--- config.mk ---
export PLATFORM = sky130hd
export DESIGN_NAME = seven_seg_scan_ctrl
export DESIGN_NICKNAME = d
export VERILOG_FILES = /design/src/rtl/seven_seg_scan_ctrl.sv
export SDC_FILE = /design/constraint.sdc
export NUM_CORES = 1
export LEC_CHECK = 0
export ABC_AREA = 1
export CAP_MARGIN = 5
export CORE_ASPECT_RATIO = 0.6
export CORE_MARGIN = 2
export CORE_UTILIZATION = 30
export DETAILED_ROUTE_END_ITERATION = 12
export SLEW_MARGIN = 20
export SYNTH_ARGS = -nofsm -noshare
export SYNTH_HDL_FRONTEND = slang
export SYNTH_SLANG_ARGS = --single-unit
--- constraint.sdc ---
create_clock -name clk -period 6.17 [get_ports clk]
set_input_delay 0.617 -clock clk [delete_from_list [all_inputs] [get_ports clk]]
set_output_delay 0.617 -clock clk [all_outputs]
set_load 0.05 [all_outputs]
--- src/rtl/seven_seg_scan_ctrl.sv ---
// Multiplexed common-anode seven-segment scanner with PWM dimming, blink and
// double-buffered digit contents that only change at frame boundaries.
module seven_seg_scan_ctrl #(
    parameter int NUM_DIGITS   = 4,
    parameter int REFRESH_BITS = 17,
    parameter int BRIGHT_BITS  = 4,
    parameter int BLINK_BITS   = 25
) (
    input  logic                      clk,
    input  logic                      reset,
    input  logic                      load,
    input  logic [4*NUM_DIGITS-1:0]   hex_in,
    input  logic [7*NUM_DIGITS-1:0]   raw_in,
    input  logic [NUM_DIGITS-1:0]     raw_sel,
    input  logic [NUM_DIGITS-1:0]     dp_in,
    input  logic [NUM_DIGITS-1:0]     blank_in,
    input  logic [NUM_DIGITS-1:0]     blink_en,
    input  logic [BRIGHT_BITS-1:0]    brightness,
    output logic [6:0]                seg,
    output logic                      dp,
    output logic [NUM_DIGITS-1:0]     an,
    output logic                      frame_sync
);

    localparam int IDXW = (NUM_DIGITS > 1) ? $clog2(NUM_DIGITS) : 1;
    localparam logic [IDXW-1:0] LAST_IDX = IDXW'(NUM_DIGITS - 1);

    logic [REFRESH_BITS-1:0]       presc;
    logic [IDXW-1:0]               idx;
    logic [BLINK_BITS-1:0]         blink_cnt;

    logic [NUM_DIGITS-1:0][3:0]    act_hex, pnd_hex;
    logic [NUM_DIGITS-1:0][6:0]    act_raw, pnd_raw;
    logic [NUM_DIGITS-1:0]         act_raw_sel, pnd_raw_sel;
    logic [NUM_DIGITS-1:0]         act_dp, pnd_dp;
    logic [NUM_DIGITS-1:0]         act_blank, pnd_blank;
    logic [NUM_DIGITS-1:0]         act_blink, pnd_blink;
    logic                          pnd_valid;

    logic                          wrap;
    logic                          commit;
    logic [BRIGHT_BITS-1:0]        duty;
    logic                          pwm_on;
    logic                          dark;
    logic [6:0]                    seg_next;
    logic                          dp_next;
    logic [NUM_DIGITS-1:0]         an_next;

    function automatic logic [6:0] hex_decode(input logic [3:0] v);
        logic [6:0] s;
        case (v)
            4'h0: s = 7'b1000000;
            4'h1: s = 7'b1111001;
            4'h2: s = 7'b0100100;
            4'h3: s = 7'b0110000;
            4'h4: s = 7'b0011001;
            4'h5: s = 7'b0010010;
            4'h6: s = 7'b0000010;
            4'h7: s = 7'b1111000;
            4'h8: s = 7'b0000000;
            4'h9: s = 7'b0010000;
            4'hA: s = 7'b0001000;
            4'hB: s = 7'b0000011;
            4'hC: s = 7'b1000110;
            4'hD: s = 7'b0100001;
            4'hE: s = 7'b0000110;
            default: s = 7'b0001110;
        endcase
        return s;
    endfunction

    assign wrap   = &presc;
    assign commit = wrap && (idx == LAST_IDX);
    assign duty   = presc[REFRESH_BITS-1 -: BRIGHT_BITS];
    assign pwm_on = (duty < brightness) || (&brightness);
    assign dark   = act_blank[idx] | (act_blink[idx] & blink_cnt[BLINK_BITS-1]);

    always_comb begin
        seg_next = 7'h7F;
        dp_next  = 1'b1;
        an_next  = '1;
        if (!dark) begin
            seg_next = act_raw_sel[idx] ? act_raw[idx] : hex_decode(act_hex[idx]);
            dp_next  = ~act_dp[idx];
        end
        if (pwm_on)
            an_next[idx] = 1'b0;
    end

    always_ff @(posedge clk) begin
        if (reset) begin
            presc     <= '0;
            idx       <= '0;
            blink_cnt <= '0;
        end else begin
            presc     <= presc + 1'b1;
            blink_cnt <= blink_cnt + 1'b1;
            if (wrap)
                idx <= (idx == LAST_IDX) ? '0 : idx + 1'b1;
        end
    end

    // A load landing on the commit cycle bypasses pending so it shows this frame.
    always_ff @(posedge clk) begin
        if (reset) begin
            act_hex     <= '0;
            act_raw     <= '0;
            act_raw_sel <= '0;
            act_dp      <= '0;
            act_blank   <= '1;
            act_blink   <= '0;
            pnd_hex     <= '0;
            pnd_raw     <= '0;
            pnd_raw_sel <= '0;
            pnd_dp      <= '0;
            pnd_blank   <= '1;
            pnd_blink   <= '0;
            pnd_valid   <= 1'b0;
        end else begin
            if (load) begin
                pnd_hex     <= hex_in;
                pnd_raw     <= raw_in;
                pnd_raw_sel <= raw_sel;
                pnd_dp      <= dp_in;
                pnd_blank   <= blank_in;
                pnd_blink   <= blink_en;
            end
            if (commit) begin
                pnd_valid <= 1'b0;
                if (load) begin
                    act_hex     <= hex_in;
                    act_raw     <= raw_in;
                    act_raw_sel <= raw_sel;
                    act_dp      <= dp_in;
                    act_blank   <= blank_in;
                    act_blink   <= blink_en;
                end else if (pnd_valid) begin
                    act_hex     <= pnd_hex;
                    act_raw     <= pnd_raw;
                    act_raw_sel <= pnd_raw_sel;
                    act_dp      <= pnd_dp;
                    act_blank   <= pnd_blank;
                    act_blink   <= pnd_blink;
                end
            end else if (load) begin
                pnd_valid <= 1'b1;
            end
        end
    end

    always_ff @(posedge clk) begin
        if (reset) begin
            seg        <= 7'h7F;
            dp         <= 1'b1;
            an         <= '1;
            frame_sync <= 1'b0;
        end else begin
            seg        <= seg_next;
            dp         <= dp_next;
            an         <= an_next;
            frame_sync <= commit;
        end
    end

endmodule

# --- Word level (Yosys, flattened, before mapping) ---
# Memory sizes are Yosys's and may differ from the RTL's.
# Cells that the tools add are included.
word_totals:
  word_cells: 83
  rom_bits: 112
  ff_bits: 178
  in_bits: 67
  mem_count: 1
  output_inout_bits: 13
classes:
  magnitude_cmp: 3
  add_sub_neg: 3
  reduce_logical: 10
  mux: 28
  n_eq_ne: 1
  bitwise: 5
memory_table:
  columns: ["memory", "words", "word_bits", "rd", "rd_ports_with_merged_regs", "wr", "line", "rtl"]
  rows:
  - ["(name not given)", 16, 7, 1, 0, 0, "51", "case (v)"]
op_table:
  columns: ["op", "count"]
  rows:
  - ["two-way mux 28 bit", 2]
  - ["two-way mux 4 bit", 9]
  - ["two-way mux 16 bit", 2]
  - ["adder 25 x 1 -> 25 bit, second input constant", 1]
  - ["adder 17 x 1 -> 17 bit, second input constant", 1]
  - ["AND reduction 17 bit", 1]
  - ["binary-select mux 7 bit (select 2 bit)", 1]
  - ["two-way mux 7 bit", 2]
  - ["binary-select mux 1 bit (select 2 bit)", 4]
  - ["binary-select mux 4 bit (select 2 bit)", 1]
  - ["OR reduction 2 bit", 3]
  - ["two-way mux 1 bit", 5]
  - ["< comparator 4 bit", 1]
  - ["NOT 4 bit", 1]
  - ["AND reduction 4 bit", 1]
  - ["< comparator 2 x 3 -> 1 bit, second input constant", 1]
  - ["adder 2 x 1 -> 2 bit, second input constant", 1]
  - ["demux 1 bit (select 2 bit)", 1]
  - ["equality test 2 bit, second input constant", 1]
  - [">= comparator 2 x 1 -> 1 bit, second input constant", 1]
  - ["logical AND 1 bit", 2]
  - ["two-way mux 2 bit", 1]
  - ["NOT 1 bit", 2]
  - ["AND reduction 2 bit", 1]
  - ["other kinds (4)", 4]

# --- Logic depth before layout (Yosys ltp) ---
logic_depth:
  word_depth: 5
  depth_mapped: 14
  mapped_depth_nobuf: 12

# --- Worst setup path before layout ---
# OpenSTA, ideal clock, no wires.
synth_path:
  path_kind: "register to register"
  from: "register presc[0]"
  to: "register act_raw[22] in the netlist's numbering"
  setup_ps: 147
  t_arrival_ps: 2127
  path_slack_ps: 3896
  required_ps: 6023
  period_less_slack_ps: 2274
  path_stages_with_launch: 12
  cell_sequence: "dfxtp_1 ha_1 nand2_1 nor3_1 nand3_1 nor4_1 ha_1 nand2_1 a21oi_2 buf_6 buf_2 a211oi_2"
synth_between:
  elab_chain_cells: 3
synth_rtl:
  columns: ["element", "line", "rtl"]
  rows:
  - ["from (decl)", "28", "logic [REFRESH_BITS-1:0] presc;"]
  - ["from (signal assigned)", "96", "presc <= presc + 1'b1;"]
  - ["AND reduction 17 bit", "72", "assign wrap = &presc;"]
  - ["net wrap", "40", "logic wrap;"]
  - ["logical AND 1 bit", "73", "assign commit = wrap && (idx == LAST_IDX);"]
  - ["AND reduction 2 bit (no line)", null, null]
  - ["to (signal assigned)", "132", "act_raw <= raw_in;"]
  - ["to (signal assigned)", "139", "act_raw <= pnd_raw;"]
  - ["to (decl)", "33", "logic [NUM_DIGITS-1:0][6:0] act_raw, pnd_raw;"]
# The timed path passes the listed nets, and every way through them passes these cells.
# A chain may end at the register's enable or synchronous reset.

# --- Final worst setup path ---
layout_path:
  from: "register presc[0]"
  to: "register act_hex[7] in the netlist's numbering"
layout_between:
  elab_chain_cells: 3
layout_rtl:
  columns: ["element", "line", "rtl"]
  rows:
  - ["AND reduction 17 bit", "72", null]
  - ["net wrap", "40", null]
  - ["logical AND 1 bit", "73", null]
  - ["AND reduction 2 bit (no line)", null, null]
  - ["to (signal assigned)", "131", "act_hex <= hex_in;"]
  - ["to (signal assigned)", "138", "act_hex <= pnd_hex;"]
  - ["to (decl)", "32", "logic [NUM_DIGITS-1:0][3:0] act_hex, pnd_hex;"]
# The timed path passes the listed nets, and every way through them passes these cells.

==> results by group <==
Status
  – Status: completed

Clock network
  – CTS root buffer: clkbuf_16
  – CTS resizes: 0
  – Hold Buf Count CTS: 0
  – CTS tree: built
  – Clk_lat worst skew: 0.43 ns
  – CTS buffer count: 17
  – Setup Fix Bufs, Post-CTS: 0
  – Worst-path clk slew: 0.07 ns
  – Max clock buf depth: 2
  – CTS HTree Levels: 4
  – CTS sink cnt: 178

Critical path
  – Worst Path Required: 6.52 ns
  – Crit path cell chain: ha_1, nand2_1, nor3_1, nand3_1, nor4_1, ha_1, nand2_1, a21oi_4, buf_4, nor2_1, a211oi_2
  – Setup CP Type: register to register
  – R2R Path End: act_hex[7]
  – Critical Path Sink Type: register
  – R2R Setup Slk: 2.54 ns
  – CP peak stage delay: 0.80 ns
  – Worst r2r path cells: 11
  – Arrival @ worst endpoint: 3.97 ns
  – Worst path top cell family by delay: simple AND/OR/NAND/NOR gates
  – Crit path max fanout: 46
  – Worst r2r src: presc[0]
  – CP Launch Type: register
  – CP max stage cell: a21oi_4
  – Worst Path Buf+Inv: 1

Timing
  – Period utilization: 0.588
  – TNS Setup: 0 ns
  – Unrepaired setup endpoints after global routing: no
  – Fin Clk Skew: 0.0127 ns
  – Tightest Pin Transition: 1.05 ns
  – Slew Viols, Final: 0
  – Worst hold slack: 0.446 ns
  – Min Tclk post-route: 3.63 ns
  – Final setup viols: 0
  – Final Hold Vio Count: 0
  – Fmax: 0.276 GHz
  – Fin worst setup slack: 2.54 ns
  – Slew HR: 0.302

Run
  – Maxcap violations: 0

Die
  – Placeable Area: 0.0253 mm^2
  – Initial core utilization: 0.305
  – Die extent in x: 211 um
  – Die Ht: 128 um
  – Boundary Pins: 80
  – Die Area: 0.0271 mm^2
  – Row count: 45

Power and ir drop
  – Lkg Pwr: 3.58 nW
  – Final total power: 0.00247 W
  – Psw: 0.000565 W
  – Net Sw Frac: 0.228
  – Int Pwr: 0.00191 W
  – Gate power share: 0.058
  – Part of the power in registers: 0.478
  – Max rail drop VDD: 206 uV
  – Power per cell area: 265 mW/mm^2
  – Clock share of power: 0.464

Yosys
  – Synth unique cells: 38
  – Cell Area, Synth: 0.00772 mm^2
  – Mean Syn Cell Area: 8.27 um^2
  – Syn nets: 1,016
  – Synth warn: 0
  – Synth Instances: 933
  – Sequential cell area fraction in the yosys report: 0.462
  – Post-synthesis register bit count: 178

Route
  – Avg WL per Cell: 13.8 um
  – Pre-antenna DRT Iters: 4
  – DRC viols: 0
  – Initial DRC count: 381
  – Antenna viol nets, final: 0
  – Vias per std cell: 4.57
  – Vias after detailed routing: 6,082
  – Final wirelength: 18.4 mm

Global route
  – GR Overflow Total: 0
  – First-pass GRT wire length: 30.4 mm
  – Total Routing Usage GR: 0.141
  – Vias in the first global route: 5,712
  – Largest net degree at the start of global routing: 79
  – Initial antenna violation count: 0

Cells and area
  – Synth-to-Final Area Change: 20.8%
  – Nets: 1,071
  – Final Core Density: 0.369
  – Antenna cell count: 0
  – Share of cells above drive strength 1: 0.105

Place
  – Detailed Place HPWL: 12.6 mm
  – Post-place setup slack: 2.52 ns
  – GP Congestion: 0.908
  – Port bufs: 79

Min path
  – Hold Path Class: register to register
  – Hold EP: presc[0]
  – Hold depth: 1
  – HP Start: presc[0]
-- power groups by stage --
stage	Sequential, W	Clock [W]	Combinational (W)
after floorplan	0.00121	0	0.0000801
after global placement	0.00121	0	0.000146
after detailed placement	0.00121	0	0.000147
after CTS	0.00118	0.00117	0.000147
after global routing	0.00118	0.00123	0.000160
final	0.00118	0.00115	0.000144
-- synthesized netlist by cell type (all sizes together) --
master  number  share of area
a211oi      56          0.080
a21oi       39          0.026
a22oi        1        0.00097
buf         39          0.029
clkbuf       9         0.0044
dfxtp      178           0.46
ha          16          0.026
inv         50          0.025
mux2i       56          0.073
nand2      184          0.093
nand3       51          0.036
nand3b       4         0.0039
nand4        4         0.0032
nor2       199           0.10
nor3         7         0.0060
nor3b        1         0.0016
nor4         1        0.00081
o211ai       2         0.0019
o21a         1        0.00097
o21ai       28          0.018
o21bai       1        0.00097
o22ai        1        0.00081
xnor2        2         0.0023
xor2         3         0.0034
-- per-stage QoR --
stage	instance area (um^2)	std cells
detailed placement	8700	1298
finish	9320	1330
global route	9320	1330
floorplan	7720	933
global placement	8700	1298
CTS	9320	1330
-- flip-flops by register name, indices dropped and copies added (netlist names), 7 cells and up --
signal     flops
act_hex       16
act_raw       28
blink_cnt     25
pnd_hex       16
pnd_raw       28
presc         17
seg            7
-- layout by cell type, fill, tap and decap left out, types with 16 or more instances in the layout --
master,n
a21oi_1,37
nor2_1,195
a211oi_1,16
clkbuf_16,17
clkdlybuf4s50_1,77
nand2_1,174
o21ai_0,25
dfxtp_1,178
inv_1,44
nand3_1,49
mux2i_1,56
ha_1,16
a211oi_2,40
-- final cells by class --
class,instances,area [um^2]
Fill cell,2621,16000
Multi-Input combinational cell,657,3710
Sequential cell,178,3560
Timing Repair Buffer,84,823
Clock buffer,19,453
Tap cell,329,412
Inverter,50,190
Clock inverter,13,170
-- logic make-up (layout without fill, tap and decap cells) --
| group | after synthesis | in the layout | share of synthesized area |
|---|---|---|---|
| AND/OR/NAND/NOR | 451 | 451 | 0.245 |
| flip-flops | 178 | 178 | 0.462 |
| multiplexers | 56 | 56 | 0.0726 |
| AO/OA/AOI/OAI | 129 | 129 | 0.130 |
| buffers and inverters | 98 | 166 | 0.0584 |
| XOR/XNOR | 5 | 5 | 0.00567 |
| adder cells (fa/ha/maj) | 16 | 16 | 0.0259 |
-- per-layer routing --
layer | vias up | global-route usage | part of all wire
li1 | 3177 | - | -
met1 | 2774 | 0.217 | 0.56
met2 | 118 | 0.199 | 0.39
met3 | 13 | 0.0311 | 0.045
met4 | 0 | 0.0278 | 0.0054
met5 | - | 0 | 0
-- how the worst max path moves through the flow --
stage | end | from | slack, ns | cells past startpoint
final | act_hex[7] | presc[0] | 2.54 | 11
after global routing | act_hex[7] | presc[0] | 2.08 | 11
after CTS | act_hex[7] | presc[0] | 2.53 | 11
after detailed placement | act_hex[7] | presc[0] | 2.52 | 11
after global placement | act_blink[2] | presc[0] | 2.72 | 11
after floorplan | act_raw[22] | presc[0] | 3.90 | 11
(Power assumes the default switching activity.)
